### src/rtl/rr_mux_pkg.sv
// rtl/rr_mux_pkg.sv - shared mode encodings and index-width helper for rr_mux_nx1
package rr_mux_pkg;

  localparam logic MODE_RR    = 1'b0;
  localparam logic MODE_FIXED = 1'b1;

  // Channel index width; a 2-channel mux still needs one bit
  function automatic int idx_width(input int n);
    return (n <= 2) ? 1 : $clog2(n);
  endfunction

endpackage

### src/rtl/rr_arbiter.sv
// rtl/rr_arbiter.sv - combinational round-robin / fixed-priority grant with next pointer
module rr_arbiter
  import rr_mux_pkg::*;
#(
  parameter int N  = 4,
  parameter int IW = idx_width(N)
) (
  input  logic [N-1:0]  valid,
  input  logic [IW-1:0] ptr,
  input  logic          mode,
  input  logic          enable,
  output logic [N-1:0]  grant,
  output logic [IW-1:0] grant_idx,
  output logic [IW-1:0] next_ptr
);

  int          cand;
  logic        found;
  logic [IW-1:0] cand_idx;

  always_comb begin
    grant     = '0;
    grant_idx = '0;
    next_ptr  = ptr;
    found     = 1'b0;
    cand      = 0;
    cand_idx  = '0;
    if (enable) begin
      for (int k = 0; k < N; k++) begin
        if (mode == MODE_FIXED) begin
          cand = k;
        end else begin
          cand = int'(ptr) + k;
          if (cand >= N) cand = cand - N;
        end
        cand_idx = IW'(cand);
        if (!found && valid[cand_idx]) begin
          found           = 1'b1;
          grant[cand_idx] = 1'b1;
          grant_idx       = cand_idx;
          // Fixed priority leaves the rotation point where round-robin left it
          if (mode == MODE_RR) begin
            next_ptr = (cand == N - 1) ? '0 : IW'(cand + 1);
          end
        end
      end
    end
  end

endmodule

### src/rtl/rr_mux_nx1.sv
// rtl/rr_mux_nx1.sv - N:1 arbitrated mux with registered output; RR_MUX_NX1_SEL_OUT_EN adds m_sel
module rr_mux_nx1
  import rr_mux_pkg::*;
#(
  parameter int WIDTH = 8,
  parameter int N     = 4
) (
  input  logic                    clock,
  input  logic                    reset,
  input  logic [N*WIDTH-1:0]      in_data,
  input  logic [N-1:0]            in_valid,
  output logic [N-1:0]            in_ready,
  input  logic                    mode,
  output logic [WIDTH-1:0]        m_out,
  output logic                    m_valid,
  input  logic                    m_ready
`ifdef RR_MUX_NX1_SEL_OUT_EN
  ,
  output logic [idx_width(N)-1:0] m_sel
`endif
);

  localparam int IW = idx_width(N);

  logic [IW-1:0]    ptr;
  logic [IW-1:0]    next_ptr;
  logic [IW-1:0]    grant_idx;
  logic [N-1:0]     grant;
  logic [WIDTH-1:0] sel_data;
  logic             can_load;
  logic             fire;

  assign can_load = !m_valid || m_ready;

  rr_arbiter #(.N(N), .IW(IW)) u_arbiter (
    .valid     (in_valid),
    .ptr       (ptr),
    .mode      (mode),
    .enable    (can_load && !reset),
    .grant     (grant),
    .grant_idx (grant_idx),
    .next_ptr  (next_ptr)
  );

  assign in_ready = grant;
  assign fire     = |grant;

  // Grant is one-hot, so an OR of masked channels is the mux
  always_comb begin
    sel_data = '0;
    for (int k = 0; k < N; k++) begin
      if (grant[k]) sel_data = sel_data | in_data[k*WIDTH +: WIDTH];
    end
  end

  always_ff @(posedge clock) begin
    if (reset) begin
      m_valid <= 1'b0;
      m_out   <= '0;
      ptr     <= '0;
    end else if (can_load) begin
      m_valid <= fire;
      ptr     <= next_ptr;
      if (fire) m_out <= sel_data;
    end
  end

`ifdef RR_MUX_NX1_SEL_OUT_EN
  always_ff @(posedge clock) begin
    if (reset) begin
      m_sel <= '0;
    end else if (can_load && fire) begin
      m_sel <= grant_idx;
    end
  end
`endif

endmodule

### config.mk
export PLATFORM = sky130hd
export DESIGN_NAME = rr_mux_nx1
export DESIGN_NICKNAME = d
export VERILOG_FILES = /design/src/rtl/rr_mux_pkg.sv /design/src/rtl/rr_arbiter.sv /design/src/rtl/rr_mux_nx1.sv
export SDC_FILE = /design/constraint.sdc
export NUM_CORES = 1
export LEC_CHECK = 0
export ABC_AREA = 0
export CORE_MARGIN = 2
export CORE_UTILIZATION = 48
export CTS_CLUSTER_SIZE = 20
export DETAILED_ROUTE_END_ITERATION = 10
export PLACE_DENSITY = 0.95
export SYNTH_ARGS = -nofsm -noshare
export SYNTH_HDL_FRONTEND = slang
export SYNTH_HIERARCHICAL = 1
export SYNTH_SLANG_ARGS = --single-unit
export TNS_END_PERCENT = 20
### constraint.sdc
create_clock -name clock -period 6 [get_ports clock]
set_clock_uncertainty 0.1 [all_clocks]
set_input_delay 0.9 -clock clock [delete_from_list [all_inputs] [get_ports clock]]
set_output_delay 0.9 -clock clock [all_outputs]
set_load 0.005 [all_outputs]
# Word level (Yosys, flattened, before mapping)

Cells that the tools add are included.

Input bits: 40
Output and inout bits: 13
Bits in registers: 11
Logic and storage cells: 111

Multiplexer cells: 58
Equality and inequality tests: 4
Bitwise logic cells: 6
Reductions and logical operators: 17
Magnitude comparators: 12
$add $sub $neg: 11

Operators with widths:

| cell                                                                | count |
|---|---|
| 2-to-1 mux 32 bit                                                   | 12 |
| == test 32 x 3 -> 1 bit (second input constant)                     | 4 |
| greater-or-equal comparator 32 x 4 -> 1 bit (second input constant) | 3 |
| subtractor 32 x 4 -> 32 bit (second input constant)                 | 3 |
| 2-to-1 mux 4 bit                                                    | 8 |
| 2-to-1 mux 8 bit                                                    | 4 |
| 2-to-1 mux 2 bit                                                    | 12 |
| OR 8 bit                                                            | 3 |
| 2-to-1 mux 1 bit                                                    | 14 |
| < comparator 2 x 3 -> 1 bit (second input constant)                 | 4 |
| OR 4 bit                                                            | 3 |
| adder 2 bit (second input constant)                                 | 4 |
| binary-select mux 1 bit (select 2 bit)                              | 4 |
| demux 1 bit (select 2 bit)                                          | 4 |
| greater-or-equal comparator 2 x 1 -> 1 bit (second input constant)  | 4 |
| logical AND 1 bit                                                   | 8 |
| adder 2 x 2 -> 3 bit (second input constant)                        | 2 |
| zero test 1 bit                                                     | 5 |
| AND reduction 2 bit                                                 | 2 |
| OR reduction 4 bit                                                  | 1 |
| subtractor 2 x 3 -> 4 bit (second input constant)                   | 1 |
| adder 2 x 1 -> 3 bit (second input constant)                        | 1 |
| greater-or-equal comparator 2 x 3 -> 1 bit (second input constant)  | 1 |
| logical OR 1 bit                                                    | 1 |

# Longest topological paths before layout

Gate-level depths: netlist of run 1.

Word-level depth: 27
Mapped depth: 15
Depth with buffers taken out: 11

# By module

Netlist of run 1, hierarchy kept.

Modules (own cells, without submodules):

| module     | sequential area each (um^2) | area an instance (um^2) | instances | cells each |
|---|---|---|---|---|
| rr_arbiter | 0.0                         | 823.3                   | 1         | 94 |
| rr_mux_nx1 | 220.2                       | 605.6                   | 1         | 64 |

# Least setup slack after synthesis of run 1

No wires, ideal clock.

Path kind: input to register
From: input port mode
To: register m_out[1]
Cell stages on the path: 15
Library setup time: 0.079 ns
Buffers on the path: 4
Setup slack: 1.822 ns
Arrival: 3.999 ns
Required time: 5.821 ns
Cells stage by stage: clkbuf_1 inv_1 ha_1 mux2i_2 nor3b_4 a22oi_1 nor2_4 a22oi_1 a21oi_1 buf_6 or4_4 buf_6 and2_4 buf_6 a211oi_2

Longest elaborated chain between the ends: 25
Elaborated cells on any way between the ends: 68
Those cells by class: order compare (8); mux (42); bitwise (6); reduce/logical (12)

RTL lines:

| what                                                                 | line             | RTL |
|---|---|---|
| start: declaration                                                   | rr_mux_nx1.sv:13 | `input logic mode,` |
| branches (longest 16 deep; another with < comparator 2 x 3 -> 1 bit) | --               |  |
| 2-to-1 mux 4 bit *                                                   | rr_arbiter.sv:37 | `if (!found && valid[cand_idx]) begin` |
| 2-to-1 mux 4 bit *                                                   | rr_arbiter.sv:28 | `if (enable) begin` |
| named net in_ready[0]                                                | rr_mux_nx1.sv:12 | `output logic [N-1:0] in_ready,` |
| 2-to-1 mux 8 bit                                                     | rr_mux_nx1.sv:52 | `if (grant[k]) sel_data = sel_data \| in_data[k*WIDTH +: WIDTH];` |
| OR 8 bit                                                             | rr_mux_nx1.sv:52 |  |
| 2-to-1 mux 8 bit                                                     | rr_mux_nx1.sv:52 |  |
| OR 8 bit                                                             | rr_mux_nx1.sv:52 |  |
| 2-to-1 mux 8 bit                                                     | rr_mux_nx1.sv:52 |  |
| OR 8 bit                                                             | rr_mux_nx1.sv:52 |  |
| 2-to-1 mux 8 bit                                                     | rr_mux_nx1.sv:52 |  |
| end signal: assignment                                               | rr_mux_nx1.sv:64 | `if (fire) m_out <= sel_data;` |
| end: declaration                                                     | rr_mux_nx1.sv:14 | `output logic [WIDTH-1:0] m_out,` |

Mark *: on every way through the listed nets, which the timed path passes. The select of a mux whose other input is x is not followed.
A chain may end at the register's enable or synchronous reset.

# Worst setup path in the final report of run 1

From: input port mode
To: output port in_ready[0]

Longest elaborated chain between the ends: 18
Elaborated cells on any way between the ends: 59
Those cells by class: order compare (8); mux (38); bitwise (3); reduce/logical (10)

RTL lines:

| what                                                                 | line |
|---|---|
| branches (longest 16 deep; another with < comparator 2 x 3 -> 1 bit) | -- |
| 2-to-1 mux 4 bit *                                                   | rr_arbiter.sv:37 |
| 2-to-1 mux 4 bit *                                                   | rr_arbiter.sv:28 |
| end: declaration                                                     | rr_mux_nx1.sv:12 |

Mark *: on every way between the ends. The select of a mux whose other input is x is not followed.

==> run metrics, run 1 <==
DRT Pass-1 Iters=5; clock network power share=13.9%; Post-DP HPWL=around 3400 um; FILL cells=206; I/O pin count=between 50 and 60; Worst IR Drop VDD=roughly 0.17 mV; final worst slack=0.9430 ns; CTS Buf Count=3; Post-route DRC=0; outcome=finished, final reports clean; combinational share of power=58.9%; Net Switching=140.4 uW; worst endpoint required time=about 5.0 ns; synthesized cell area=1380 um^2; RSZ-0062 raised after global routing=no; I/O Buffers=52; Slew @ Worst Pin=0.5062 ns; crit end category=output port; register area=roughly 220 um^2; Nets=257; Tmin final=5.057 ns; Final Hold Viols=0; chip height=57.62 um; CTS Sinks=11; WP buf/inv=4; GRT overflow=0; largest net degree at the start of global routing=13; total global-route track usage=26.19%; Max Fclk=0.1977 GHz; clk buf depth=2; Final Cell Area=approximately 1900 um^2; initial core utilization=50.48%; Vias/cell=6.160; hold crit path type=reg -> reg; sw frac=37.93%; final wirelength=4224 um; initial antenna violation count=0; yosys warns=6; Multi-input gate area=1054 um^2; static leakage=0.6897 nW; deepest level of the CTS H-tree=1; PostCTS Resize Cnt=0; Placed Area=1897 um^2; sequential share of power=a little over a quarter; Vias=1423; wire length per cell=about 18 um; worst skew pair latency=0.27 ns; Worst path max stage delay=roughly 0.52 ns; syn nets=around 210; startpoint types=input port; worst-path fanout max=10; Final ANT Viol Nets=0; cell count after synthesis=150; Max Slew Vio Count=0; 1st-iter DRT viols=95; Die X=57.62 um; P&R area growth vs syn=39.35%; CTS tree=yes; Power Density=192.5 nW/um^2; Slowest cell on crit path=clkdlybuf4s50_1; # rows=19; layout cells sized above 1=19.50%; die area=3320 um^2; setup violators final=0; hold_buf cts=0; global-route wire length before repair=6837 um; Setup TNS Final=0 ns; core region area=roughly 2700 um^2; crit path DAT=~4 ns; CTS Root Cell=clkbuf_4; Tcrit/Tclk final=between 80% and 90%; postcts setup bufs=0; Worst slew margin=approximately two thirds; crit path kind=in -> out; vias in the first global route=between 1000 and 1500; Crit path max-delay family=buffers and inverters; CTS clk-pin slew, worst paths=0.07 ns; ant diodes=0; pre-CTS WS=0.9759 ns; total power=370.1 uW; Max Cap Viol=0; CP cell instances=clkdlybuf4s50_1 > inv_1 > ha_1 > mux2i_2 > nor3b_4 > a22oi_1 > nor2_4 > a22oi_1 > a21oi_1 > buf_4 > clkdlybuf4s50_1; Internal Power=229.8 uW; Syn Area/Cell=9.200 um^2; global placement routability congestion=about 1.0
[registers in the layout (all words and copies together) (netlist names)]
name,cells
m_valid,1
m_out,8
ptr,2
[stage by stage]
| step | utilization [%] | cells | hold WS [ns] |
|---|---|---|---|
| 5_1_grt | 70.34 | 231 | 0.4780 |
| 6_report | 70.34 | 231 | 0.4336 |
| 4_1_cts | 70.34 | 231 | 0.4360 |
| 3_3_place_gp | 69.38 | 227 | 0.4152 |
| 2_1_floorplan | - | 150 | 0.3322 |
| 3_5_place_dp | 69.38 | 227 | 0.4261 |
[metal layers]
layer,vias to the layer above,track usage (%),share of wire (%)
met2,63,44.32,51
met1,675,35.79,44
met5,-,0,0
met3,4,2.455,4.9
met4,0,6.977,0.88
li1,681,-,-
[power groups by stage]
stage                     combinational [mW]  sequential, mW  clock [mW]
after detailed placement               0.214           0.102           0
after floorplan                        0.138          0.0991           0
after global placement                 0.208           0.101           0
after global routing                   0.235           0.103      0.0558
final                                  0.218           0.101      0.0514
after CTS                              0.217           0.101      0.0520
[worst reg2reg max path: stages, from the launching register on]
cell      delay, ns
dfxtp_1        0.49
ha_1           0.52
mux2_2         0.42
a22oi_1        0.31
nor2_4         0.09
a22oi_1        0.23
a21oi_1        0.11
buf_4          0.18
or4_4          0.61
and2_4         0.23
a211oi_1       0.21
[path summary, 6_finish.rpt]
kind                 end  cells after the start  slack, ns     start
max          in_ready[0]                     11       0.94      mode
min             m_out[0]                      2       0.43  m_out[0]
max reg2reg     m_out[3]                     10       2.42    ptr[0]
min reg2reg     m_out[0]                      2       0.43  m_out[0]
[final cells by class]
type                            count  area share (%)
Clock buffer                        4           1.366
Inverter                            7           1.366
Multi-Input combinational cell    121           54.78
Sequential cell                    11           11.45
Tap cell                           31           2.017
Timing Repair Buffer               57           29.02
[layout by cell type (no fill, tap or decap), types with 3 or more instances in the layout]
cell	count
mux2_2	6
nand2_1	8
a221oi_1	8
clkdlybuf4s50_1	52
o21ai_0	3
a22o_2	8
nor2_1	6
a22oi_1	7
dfxtp_1	11
clkbuf_4	3
a211oi_1	7
ha_1	16
mux2i_1	3
nand3_1	4
a21oi_1	15
mux2i_4	3
buf_4	5
inv_1	6
(Power assumes the default switching activity.)
==> run 2: changes to the inputs <==
--- a/config.mk
+++ b/config.mk
@@ -7,10 +7,10 @@
 export LEC_CHECK = 0
 export ABC_AREA = 0
 export CORE_MARGIN = 2
-export CORE_UTILIZATION = 48
+export CORE_UTILIZATION = 45
 export CTS_CLUSTER_SIZE = 20
 export DETAILED_ROUTE_END_ITERATION = 10
-export PLACE_DENSITY = 0.95
+export PLACE_DENSITY = 0.9
 export SYNTH_ARGS = -nofsm -noshare
 export SYNTH_HDL_FRONTEND = slang
 export SYNTH_HIERARCHICAL = 1
==> constraint.sdc (replaced) <==
create_clock -name clock -period 4.85 [get_ports clock]
set_clock_uncertainty 0.1 [all_clocks]
set_input_delay 0.7275 -clock clock [delete_from_list [all_inputs] [get_ports clock]]
set_output_delay 0.7275 -clock clock [all_outputs]
set_load 0.005 [all_outputs]
==> run 2 against run 1 <==
Non-clock buffer count increased by 1; die area up 6.2%; routed wire length shrank 11%; register-to-register slack got worse by 0.98 ns; sequential power is 23% higher; largest power group unchanged; clock power grew 24%; final area grew 0.52%; critical path depth is 2 lower; count of clock-buffer cells in the layout unchanged; critical endpoint is now in_ready[2]; critical path type unchanged; first-iteration DRC count down 29%.
==> run metrics, run 2 (synthesis gave the netlist of run 1 again) <==
Biggest register=m_out; hold_ws=0.4289 ns (-0.004638 ns); Final ANT Viol Nets=0 (unchanged); hold crit path type=reg -> reg; deepest level of the CTS H-tree=1 (unchanged); Power Density=235.1 nW/um^2 (+22%); P&R area growth vs syn=40.07%; clock network power share=14.0% (about the same); Die X=59.38 um (+3.1%); worst skew pair latency=0.27 ns (about the same); hold_buf cts=0 (unchanged); sequential share of power=27.4% (about the same); Worst slew margin=65.59% (+0.30 points); postcts setup bufs=0 (unchanged); outcome=finished, final reports clean; Nets=258 (+0.39%); Crit path max-delay family=buffers and inverters; # rows=20 (+1); Final Hold Viols=0 (unchanged); initial antenna violation count=0 (unchanged); Internal Power=284.7 uW (+24%); Setup TNS Final=0 ns (unchanged); vias in the first global route=1310 (-6.9%); commonest non-fill, non-tap cell in the layout=clkdlybuf4s50_1; largest net degree at the start of global routing=13 (unchanged); RSZ-0062 raised after global routing=no; Max Cap Viol=0 (unchanged); wire length per cell=16.09 um (-12%); DRT Pass-1 Iters=5 (unchanged); Tmin final=4.438 ns; clk buf depth=2 (unchanged); CTS Sinks=11 (unchanged); max reg flops=8 (unchanged); setup violators final=0 (unchanged); Vias=1422 (-0.070%); initial core utilization=46.34% (-4.1 points); ant diodes=0 (unchanged); Slowest cell on crit path=clkdlybuf4s50_1; largest registers=m_out: 8 flops, ptr: 2 flops, m_valid: 1 flops; Worst path max stage delay=0.53 ns (about the same); Vias/cell=6.077 (-1.4%); Net Switching=169.7 uW (+21%); chip height=59.38 um (+3.1%); CTS Root Cell=clkbuf_4; final worst slack=0.4121 ns (-0.5309 ns); combinational share of power=58.6% (-0.3 points); CTS tree=yes; Slew @ Worst Pin=0.5018 ns (-0.004342 ns); core region area=2978 um^2 (+8.9%); sw frac=37.35% (-0.58 points); Worst IR Drop VDD=0.1217 mV (-30%); crit end category=output port; total global-route track usage=22.40% (-3.8 points); CTS clk-pin slew, worst paths=0.07 ns (about the same); worst-path fanout max=8 (-2); Tcrit/Tclk final=about nine tenths; I/O Buffers=52 (unchanged); Max Fclk=0.2253 GHz; Max Slew Vio Count=0 (unchanged); WP buf/inv=3 (-1); CP cell instances=clkdlybuf4s50_1 > inv_1 > ha_1 > mux2i_4 > mux2i_4 > a211oi_2 > a22oi_1 > a21oi_1 > clkdlybuf4s50_1; CTS Buf Count=3 (unchanged); final wirelength=3766 um (-11%); layout cells sized above 1=19.90% (+0.40 points); pre-CTS WS=0.4760 ns (-0.4999 ns); total power=454.4 uW (+23%); crit path kind=in -> out; Post-route DRC=0 (unchanged); die area=3526 um^2 (+6.2%); static leakage=0.6951 nW (+0.78%); worst endpoint required time=4.02 ns (-0.98 ns); 1st-iter DRT viols=67 (-29%); Post-DP HPWL=2999 um (-12%); global-route wire length before repair=6161 um (-9.9%); most frequent cells in the layout=clkdlybuf4s50_1, ha_1, a21oi_1; crit path DAT=3.61 ns (-0.45 ns); PostCTS Resize Cnt=0 (unchanged); I/O pin count=53 (unchanged); startpoint types=input port; GRT overflow=0 (unchanged); global placement routability congestion=0.9118 (-9.6%)
## run 2: cell types whose count changed in the layout (fill, tap and decap cells not counted)
cell,delta
buf_4,+1
## run 2: layout make-up
class / count / area, um^2
Multi-Input combinational cell: 121 / 1054
Fill cell: 215 / 1045
Timing Repair Buffer: 58 / 565.5
Sequential cell: 11 / 220.2
Tap cell: 33 / 41.29
Clock buffer: 4 / 26.28
Inverter: 7 / 26.28
## run 2: worst reg2reg max path, delay by kind of cell, from the launching register on
kind | cells | cell delay [ns]
compound gates | 4 | 0.62
fa+ha+maj | 1 | 0.52
buf+inv | 1 | 0.17
flops | 1 | 0.50
mux | 1 | 0.45
simple gates | 3 | 0.96
## run 2: final timing paths
path / endpoint / depth (start not counted) / from / slack, ns
hold / removal: m_out[6] / 2 / m_out[6] / 0.43
setup / recovery: in_ready[2] / 9 / mode / 0.41
hold reg to reg: m_out[6] / 2 / m_out[6] / 0.43
setup reg to reg: m_out[1] / 10 / ptr[0] / 1.44
## run 2: power groups by stage
stage / Clock (mW) / Combinational (mW) / Sequential, mW
after global routing: 0.0706 / 0.289 / 0.126
after floorplan: 0 / 0.170 / 0.123
after global placement: 0 / 0.258 / 0.125
after detailed placement: 0 / 0.262 / 0.126
after CTS: 0.0643 / 0.264 / 0.124
final: 0.0637 / 0.266 / 0.124
## run 2: per-layer routing
| metal | GRT usage (%) | up-vias | routed length [um] |
|---|---|---|---|
| met5 | 0 | - | 0 |
| met4 | 7.468 | 0 | 138 |
| met3 | 3.493 | 17 | 285 |
| met2 | 33.12 | 66 | 1747 |
| met1 | 32.80 | 651 | 1594 |
| li1 | - | 688 | - |
## run 2: metrics by stage
step                instance area (um^2)  std cells  utilization (%)
finish                              1933        234            64.92
global route                        1933        234            64.92
CTS                                 1933        234            64.92
detailed placement                  1907        230            64.03
global placement                    1907        230            64.03
floorplan                           1380        150                -
==> run 3: changes to the inputs <==
--- a/config.mk
+++ b/config.mk
@@ -10,7 +10,7 @@
 export CORE_UTILIZATION = 45
 export CTS_CLUSTER_SIZE = 20
 export DETAILED_ROUTE_END_ITERATION = 10
-export PLACE_DENSITY = 0.9
+export PLACE_DENSITY = 0.81
 export SYNTH_ARGS = -nofsm -noshare
 export SYNTH_HDL_FRONTEND = slang
 export SYNTH_HIERARCHICAL = 1
==> run 3 against run 2 <==
Cell count is the same; total power shrank 0.71%; register-to-register slack lost 0.09 ns; sequential power is essentially flat; sequential share of layout area is the same; hold slack lost 0.0011 ns; utilization is the same; maximum frequency shrank 1.1%; critical endpoint unchanged; worst setup slack lost 0.050 ns; largest cell class unchanged; clock power shrank 2%; first-iteration DRC count grew 15%.
==> run metrics, run 3 (synthesis gave the netlist of run 1 again) <==
outcome=finished, final reports clean; RSZ-0062 raised after global routing=no; PostCTS Resize Cnt=0 (unchanged); # rows=20 (unchanged); hold_buf cts=0 (unchanged); Max Fclk=0.2228 GHz (-1.1%); top routing layer in use=met4; Critical Path Source=mode; wire length per cell=15.97 um (-0.80%); deepest level of the CTS H-tree=1 (unchanged); total global-route track usage=22.90% (+0.50 points); global-route wire length before repair=6147 um (-0.23%); reg2reg setup slack=1.35 ns (-0.09 ns); Final Hold Viols=0 (unchanged); Post-Place Cells=230 (unchanged); chip height=59.38 um (unchanged); largest net degree at the start of global routing=13 (unchanged); CTS Buf Count=3 (unchanged); Vias/cell=5.970 (-1.8%); CTS clk-pin slew, worst paths=0.07 ns (about the same); worst endpoint required time=4.02 ns (about the same); most frequent cells in the layout=clkdlybuf4s50_1, ha_1, a21oi_1; clk buf depth=2 (unchanged); FILL cells=250 (+16%); r2r worst-path depth=10 (unchanged); final wirelength=3736 um (-0.80%); Cell Count, Final, Fillers Out=234 (unchanged); Final ANT Viol Nets=0 (unchanged); worst skew pair latency=0.27 ns (about the same); I/O pin count=53 (unchanged); CTS Root Cell=clkbuf_4; crit path DAT=3.66 ns (+0.05 ns); initial antenna violation count=0 (unchanged); setup violators final=0 (unchanged); Worst slew margin=63.64% (-1.9 points); Tmin final=4.488 ns (+0.05006 ns); die area=3526 um^2 (unchanged); startpoint types=input port; worst-path fanout max=10 (+2); I/O Buffers=52 (unchanged); Slew @ Worst Pin=0.5302 ns (+0.02840 ns); Worst IR Drop VDD=0.09889 mV (-19%); global placement routability congestion=0.8416 (-7.7%); Power Density=233.4 nW/um^2 (-0.71%); static leakage=0.6951 nW (unchanged); Max Slew Vio Count=0 (unchanged); Routed met1 length=1634 um (+2.5%); P&R area growth vs syn=40.07% (unchanged); Vias=1397 (-1.8%); CTS Sinks=11 (unchanged); DRT Pass-1 Iters=4 (-1); crit end category=output port; hold crit path type=reg -> reg; Die X=59.38 um (unchanged); Post-DP HPWL=3141 um (+4.7%); Max Cap Viol=0 (unchanged); worst r2r dst=m_out[3]; core region area=2978 um^2 (unchanged); CP endpoint=in_ready[2]; postcts setup bufs=0 (unchanged); Biggest register=m_out; Post-route DRC=0 (unchanged); vias in the first global route=1337 (+2.1%); CTS tree=yes; Setup TNS Final=0 ns (unchanged); met2 WL=1837 um (+5.2%); Nets=258 (unchanged); 1st-iter DRT viols=77 (+15%); ant diodes=0 (unchanged); met3 WL=221 um (-22%); largest registers=m_out: 8 flops, ptr: 2 flops, m_valid: 1 flops; initial core utilization=46.34% (unchanged); commonest non-fill, non-tap cell in the layout=clkdlybuf4s50_1; Tcrit/Tclk final=92.54% (+1.0 points); max reg flops=8 (unchanged); layout cells sized above 1=19.90% (unchanged); Crit Reg-Reg Startpoint=ptr[0]; GRT overflow=0 (unchanged); crit path kind=in -> out
-- run 3: final cells by class --
class	instances	area (um^2)	share of cell area, %
Inverter	7	26.28	1.359
Timing Repair Buffer	58	565.5	29.26
Multi-Input combinational cell	121	1054	54.50
Tap cell	33	41.29	2.136
Clock buffer	4	26.28	1.359
Sequential cell	11	220.2	11.39
-- run 3: critical path: stages --
cell	delay [ns]
clkdlybuf4s50_1	0.41
inv_1	0.15
ha_1	0.46
mux2i_2	0.32
nor3b_4	0.35
a21oi_2	0.10
a21oi_2	0.25
a22oi_1	0.13
a21oi_1	0.22
clkdlybuf4s50_1	0.53
-- run 3: per-layer routing --
metal	vias up	GRT usage, %
li1	679	-
met1	649	29.41
met2	63	39.72
met3	6	2.838
met4	0	6.818
met5	-	0
-- run 3: how the worst min path moves through the flow --
stage / from / endpoint / slack [ns] / cells after the start
floorplan: ptr[1] / ptr[1] / 0.33 / 2
global placement: m_out[0] / m_out[0] / 0.41 / 2
detailed placement: m_out[2] / m_out[2] / 0.42 / 2
CTS: m_out[2] / m_out[2] / 0.43 / 2
global route: m_out[4] / m_out[4] / 0.44 / 2
finish: m_out[2] / m_out[2] / 0.43 / 2
-- run 3: through the flow --
| stage | worst slack (ns) | hold WS [ns] | area [um^2] | util, % | total power [mW] |
|---|---|---|---|---|---|
| after floorplan | 0.9128 | 0.3322 | 1380 | - | 0.2928 |
| after global placement | 0.4835 | 0.4124 | 1907 | 64.03 | 0.3844 |
| after detailed placement | 0.3793 | 0.4193 | 1907 | 64.03 | 0.3889 |
| after CTS | 0.3616 | 0.4285 | 1933 | 64.92 | 0.4531 |
| after global routing | 0.1047 | 0.4429 | 1933 | 64.92 | 0.4859 |
| final | 0.3620 | 0.4278 | 1933 | 64.92 | 0.4512 |
-- run 3: power breakdown --
group          switching [mW]  total, mW  internal, mW
clock network          0.0304     0.0622        0.0319
registers              0.0161      0.125         0.109
logic                   0.120      0.264         0.144
